**config.mk**
```make
export PLATFORM = sky130hd
export DESIGN_NAME = wb_master_seq
export DESIGN_NICKNAME = d
export VERILOG_FILES = /design/src/rtl/wb_master_seq.sv
export SDC_FILE = /design/constraint.sdc
export NUM_CORES = 1
export LEC_CHECK = 0
export BUFFER_PORTS_ARGS = -buffer_cell sky130_fd_sc_hd__buf_2
export CAP_MARGIN = 0
export CORE_MARGIN = 1
export CORE_UTILIZATION = 48
export CTS_CLUSTER_DIAMETER = 100
export CTS_CLUSTER_SIZE = 8
export DETAILED_ROUTE_END_ITERATION = 16
export HOLD_SLACK_MARGIN = 0.02
export PLACE_DENSITY_LB_ADDON = 0.3
export SYNTH_ARGS = -nofsm -noshare
export SYNTH_HDL_FRONTEND = slang
export SYNTH_SLANG_ARGS = --single-unit
```
**constraint.sdc**
```tcl
create_clock -name wb_clk_i -period 2 [get_ports wb_clk_i]
set_input_delay 0.3 -clock wb_clk_i [delete_from_list [all_inputs] [get_ports wb_clk_i]]
set_output_delay 0.3 -clock wb_clk_i [all_outputs]
set_load 0.1 [all_outputs]
```
**src/rtl/wb_master_seq.sv**
```systemverilog
// Wishbone classic single-transfer initiator.
// Takes one command at a time on a valid/ready port, runs one Wishbone cycle
// with a stb timeout, then holds the result on a valid/ready response port.
module wb_master_seq #(
    parameter int unsigned TIMEOUT = 255
) (
    input  logic        wb_clk_i,
    input  logic        wb_rst_ni,
    // command port
    input  logic        cmd_valid,
    output logic        cmd_ready,
    input  logic        cmd_we,
    input  logic [31:0] cmd_adr,
    input  logic [31:0] cmd_dat,
    input  logic [3:0]  cmd_sel,
    // response port
    output logic        rsp_valid,
    input  logic        rsp_ready,
    output logic [31:0] rsp_dat,
    output logic        rsp_err,
    // Wishbone master
    output logic        wbm_cyc_o,
    output logic        wbm_stb_o,
    output logic        wbm_we_o,
    output logic [31:0] wbm_adr_o,
    output logic [31:0] wbm_dat_o,
    output logic [3:0]  wbm_sel_o,
    input  logic        wbm_ack_i,
    input  logic [31:0] wbm_dat_i
);

    typedef enum logic [1:0] {StIdle, StBus, StResp} state_e;

    // Counter value seen in the last permitted stb cycle.
    localparam logic [15:0] TimeoutLast = 16'(TIMEOUT - 1);

    state_e      state_q, state_d;
    logic [15:0] cnt_q, cnt_d;
    logic        we_q, we_d;
    logic [31:0] adr_q, adr_d;
    logic [31:0] dat_q, dat_d;
    logic [3:0]  sel_q, sel_d;
    logic [31:0] rsp_dat_q, rsp_dat_d;
    logic        rsp_err_q, rsp_err_d;

    // State and datapath registers; reset drops cyc/stb asynchronously.
    always_ff @(posedge wb_clk_i or negedge wb_rst_ni) begin
        if (!wb_rst_ni) begin
            state_q   <= StIdle;
            cnt_q     <= '0;
            we_q      <= 1'b0;
            adr_q     <= '0;
            dat_q     <= '0;
            sel_q     <= '0;
            rsp_dat_q <= '0;
            rsp_err_q <= 1'b0;
        end else begin
            state_q   <= state_d;
            cnt_q     <= cnt_d;
            we_q      <= we_d;
            adr_q     <= adr_d;
            dat_q     <= dat_d;
            sel_q     <= sel_d;
            rsp_dat_q <= rsp_dat_d;
            rsp_err_q <= rsp_err_d;
        end
    end

    // Next-state logic: accept, run the bus cycle, hold the response.
    always_comb begin
        state_d   = state_q;
        cnt_d     = cnt_q;
        we_d      = we_q;
        adr_d     = adr_q;
        dat_d     = dat_q;
        sel_d     = sel_q;
        rsp_dat_d = rsp_dat_q;
        rsp_err_d = rsp_err_q;
        unique case (state_q)
            StIdle: begin
                if (cmd_valid) begin
                    we_d    = cmd_we;
                    adr_d   = cmd_adr;
                    dat_d   = cmd_dat;
                    sel_d   = cmd_sel;
                    cnt_d   = '0;
                    state_d = StBus;
                end
            end
            StBus: begin
                cnt_d = cnt_q + 16'd1;
                // Ack wins over a timeout landing on the same cycle.
                if (wbm_ack_i) begin
                    rsp_dat_d = we_q ? 32'h0 : wbm_dat_i;
                    rsp_err_d = 1'b0;
                    state_d   = StResp;
                end else if (cnt_q == TimeoutLast) begin
                    rsp_dat_d = 32'h0;
                    rsp_err_d = 1'b1;
                    state_d   = StResp;
                end
            end
            StResp: begin
                if (rsp_ready) begin
                    state_d = StIdle;
                end
            end
            default: state_d = StIdle;
        endcase
    end

    // Outputs decoded from the state register or taken straight from flops.
    always_comb begin
        cmd_ready = (state_q == StIdle);
        rsp_valid = (state_q == StResp);
        wbm_cyc_o = (state_q == StBus);
        wbm_stb_o = (state_q == StBus);
        wbm_we_o  = we_q;
        wbm_adr_o = adr_q;
        wbm_dat_o = dat_q;
        wbm_sel_o = sel_q;
        rsp_dat   = rsp_dat_q;
        rsp_err   = rsp_err_q;
    end

endmodule

```
After elaboration in Yosys (flattened, before gate mapping):

Index checks and enable logic that the tools add are counted.

* logic and storage cells: 34
* register bits: 120
* output and inout bits: 106

* mux-type cells: 12
* $add $sub $neg: 1
* reductions and logical operators: 7
* equality and inequality tests: 6

Operators by type and width (count)
* two-way mux 32 bit: 3
* one-hot mux 16 bit (2 select lines): 1
* adder 16 x 1 -> 16 bit (second input constant): 1
* equality test 16 x 8 -> 1 bit (second input constant): 1
* two-way mux 16 bit: 1
* two-way mux 2 bit: 4
* one-hot mux 2 bit (3 select lines): 1
* AND reduction 2 bit: 3
* nonzero test 2 bit: 2
* inequality test 3 x 1 -> 1 bit (second input constant): 1
* AND reduction 3 bit: 1
* equality test 2 x 1 -> 1 bit (second input constant): 1
* equality test 2 bit (second input constant): 1
* zero test 2 bit: 1
* two-way mux 1 bit: 2
* inequality test 2 x 1 -> 1 bit (second input constant): 1
* inequality test 2 bit (second input constant): 1

Logic depth before layout (Yosys ltp):

* depth in word-level cells: 4
* depth in mapped cells: 7
* gate-level depth less buffers: 6

Least setup slack after synthesis:

OpenSTA, ideal clock, no wires.

* kind: register to register
* start: register state_q[1]
* end: register cnt_q[5]
* period minus slack after synthesis: 2707 ps
* setup slack: -707 ps
* stages on the path, launching flop included: 6
* path buffers: 1
* arrival: 2578 ps
* cells stage by stage: dfrtp_1 > nor2_1 > nand2_1 > clkbuf_1 > o211ai_1 > o31ai_1

* word-level cells in the longest chain between the ends: 3
* elaborated cells between the ends (all ways): 6
* classes of those cells: eq/ne (2); mux (1); reduce/logical (3)

RTL lines
* from (decl): line 37 `state_e state_q, state_d;`
* from (signal assigned): line 49 `state_q <= StIdle;`
* from (signal assigned): line 58 `state_q <= state_d;`
* zero test 2 bit *
* named net cmd_ready: line 11 `output logic cmd_ready,`
* inequality test 2 bit (no line) / nonzero test 2 bit (equally long branches)
* AND reduction 2 bit (no line)
* to (signal assigned): line 59 `cnt_q <= cnt_d;`
* to (decl): line 38 `logic [15:0] cnt_q, cnt_d;`

Mark *: on every way through the listed nets, which the timed path passes. The rest lies on a longest branch.
A chain may end at the register's enable or synchronous reset.

Worst setup path after layout:

* start: register state_q[1]
* end: output wbm_stb_o

* word-level cells in the longest chain between the ends: 1

RTL lines
* equality test 2 x 1 -> 1 bit: line 117 `wbm_stb_o = (state_q == StBus);`
* to (decl): line 23 `output logic wbm_stb_o,`

No other way between the ends.

==> results.md <==
* Outcome: finished clean
* R2R Setup Slk at around 0.22 ns
* Root buf cell: clkbuf_8
* Commonest non-fill, non-tap cell in the layout: nand2_1
* Yosys top cell area share at 0.603
* Remaining Overflow, GRT at 0
* Maximum net fanout on the critical path at 7
* Worst slew pin tran at approximately 0.52 ns
* Ratio of cells with drive above 1 in the final layout at 0.329
* Min Hold Slack at 0.0648 ns
* Synthesized instance count at ~500
* Pre-CTS WS at approximately 0.23 ns
* First-pass DRT Iterations at 5
* Crit path capture type: primary output
* Seq/Total Area, Yosys at 0.603
* Commonest non-fill, non-tap cells in the layout: 220 x nand2_1, 208 x buf_2, 120 x dfrtp_1, 71 x dlygate4sd3_1
* Core Area at around 9900 sq um
* DR iter-0 viols at around 260
* Routed len/inst at 16.3 um
* CP Data Required Time at 1.70 ns
* Starting Density at 0.503
* Max Slew Vio Count at 0
* Part of the cycle the worst path needs at 0.974
* Clock buffer depth at 2
* WL final at ~15000 um
* Initial antenna violation count at 0
* PnR worst setup slack at a little over 0.05 ns
* Die Width at between 100 and 150 um
* Distinct cells, synth at 36
* Setup Skew at between 0.01 and 0.015 ns
* Final Hold Vio Count at 0
* Tmin final at ~1.9 ns
* Maxcap violations at 0
* Nets at ~900
* Crit path launch type: flip-flop
* Syn_nets at between 600 and 700
* Largest cells by area after synthesis: dfrtp_1 60%, nand2_1 17%, a22o_1 5.6%
* GP Congestion at about 0.82
* Fillcell total at between 600 and 700
* IO Port Bufs at roughly 210
* Largest net degree at the start of global routing at around 70
* First-pass GRT wire length at 24900 um
* Area Growth Syn to Fin at 50.4%
* Max_slew headroom at 0.657
* Via/cell ratio at roughly 5.3
* Synthesized flop and latch total at 120
* H-tree depth at 4
* TritonCTS Buffers at 17
* TritonCTS clock tree: done
* R2R cell count at 5
* Clock-pin slew on the worst setup and hold paths at roughly 0.06 ns
* # setup viols final at 0
* Vias in the first global route at around 5200
* Setup tns final at 0 ns
* RR Startpoint: cnt_q[8]
* DP HPWL at roughly 9000 um
* Synthesized area at around 5000 sq um
* DIE AREA at about 11000 sq um
* Reg2Reg Capture Point: rsp_dat[4]
* Worst-skew pair later-pin latency at about 0.52 ns
* Setup bufs post-CTS at 0
* Synth area leader: dfrtp_1
* Critical path class: flip-flop to primary output
* I/O pin count at 212
* Syn. warnings at 0
* Worst Path Arrival at 1.65 ns
* FMAX at about 0.51 GHz
* RSZ-0062 raised after global routing: true
* Routed Antenna Nets at 0
* Detailed-route DRC error count at 0
* WHS Endpoint: rsp_dat[17]
* Die height at roughly 100 um
* TritonCTS Sinks at 120
* Inserted Diodes at 0
* Critical Path Source: state_q[1]
* Row cnt at 36
* Hold Crit Depth at 3
* Syn Area/Cell at 9.89 sq um
* HP Class: input port to flip-flop
* HP Start: wbm_dat_i[17]
* Total track usage at 0.295
* Vias at 4938
[how the worst max path moves through the flow]
stage | cells past startpoint | end | slack, ns
after global routing | 3 | wbm_cyc_o | -0.01
after detailed placement | 5 | rsp_dat[8] | 0.23
final | 3 | wbm_stb_o | 0.05
after floorplan | 5 | cnt_q[5] | -0.14
after CTS | 3 | wbm_stb_o | -0.1
after global placement | 5 | rsp_dat[5] | 0.27
[registers in the layout, indices dropped and copies added (netlist names)]
signal / cells
wbm_sel_o: 4
state_q: 2
wbm_adr_o: 32
rsp_dat: 32
rsp_err: 1
wbm_dat_o: 32
cnt_q: 16
wbm_we_o: 1
[cell families (layout without fill, tap and decap cells)]
| kind of cell | Yosys count | count (layout) | synth area share |
|---|---|---|---|
| XOR/XNOR | 1 | 1 | 0.00176 |
| buffers and inverters | 31 | 326 | 0.0296 |
| AND/OR/NAND/NOR | 261 | 261 | 0.219 |
| adder cells (fa/ha/maj) | 2 | 2 | 0.00502 |
| flip-flops | 120 | 120 | 0.603 |
| AO/OA/AOI/OAI | 82 | 82 | 0.128 |
| multiplexers | 7 | 7 | 0.0141 |
[per-stage QoR]
stage,cells,util,area [sq um]
after floorplan,504,-,4990
after global placement,831,0.628,6220
after detailed placement,831,0.628,6220
after CTS,932,0.756,7490
after global routing,932,0.757,7500
final,932,0.757,7500
[layer usage]
metal,GRT usage,part of all wire,vias up
met2,0.503,0.51,258
met5,0,0,-
li1,-,-,2239
met3,0.0777,0.072,59
met1,0.336,0.37,2382
met4,0.168,0.040,0
[what timing repair did]
action,CTS,global route
hold buffers,71,0
hold endpoints to repair,100,0
setup endpoints to repair,2,2
resized for setup,0,4
[worst max-delay path, cell delays in order, from the launching register on]
cell	delay [ns]
dfrtp_1	0.45
nand2b_1	0.25
inv_1	0.14
buf_4	0.30
[Yosys cell counts]
library cell / count
and3_2: 1
nor3b_1: 2
o31ai_1: 2
nor2_1: 7
xor2_1: 1
and3_1: 1
nand4_1: 2
dfrtp_1: 120
nor2b_1: 2
o21ai_0: 4
mux2i_1: 7
nand3b_1: 1
o32a_1: 1
and2_2: 1
clkbuf_1: 20
a21o_1: 32
buf_2: 4
inv_1: 3
o221ai_1: 1
nor3_1: 4
nand2b_1: 3
nand3_1: 11
ha_1: 2
a31oi_1: 4
buf_4: 1
a21oi_2: 1
nand4b_1: 1
nand4_4: 1
o211ai_1: 1
a22o_1: 32
nand2_1: 221
nor4_4: 1
nor4_2: 1
buf_6: 3
a21oi_1: 4
or4_4: 1
[layout make-up]
type / instances / area [sq um] / area share
clock buffer: 21 / 459 / 0.0612
clock inverter: 9 / 100 / 0.0134
inverter: 3 / 11.3 / 0.00150
multi-input combinational: 353 / 1850 / 0.247
sequential: 120 / 3000 / 0.401
tap: 133 / 166 / 0.0222
timing repair buffer: 293 / 1910 / 0.254
Power is not shown: default switching activity piles up to over one toggle a cycle in this logic, so the estimate is an artifact.
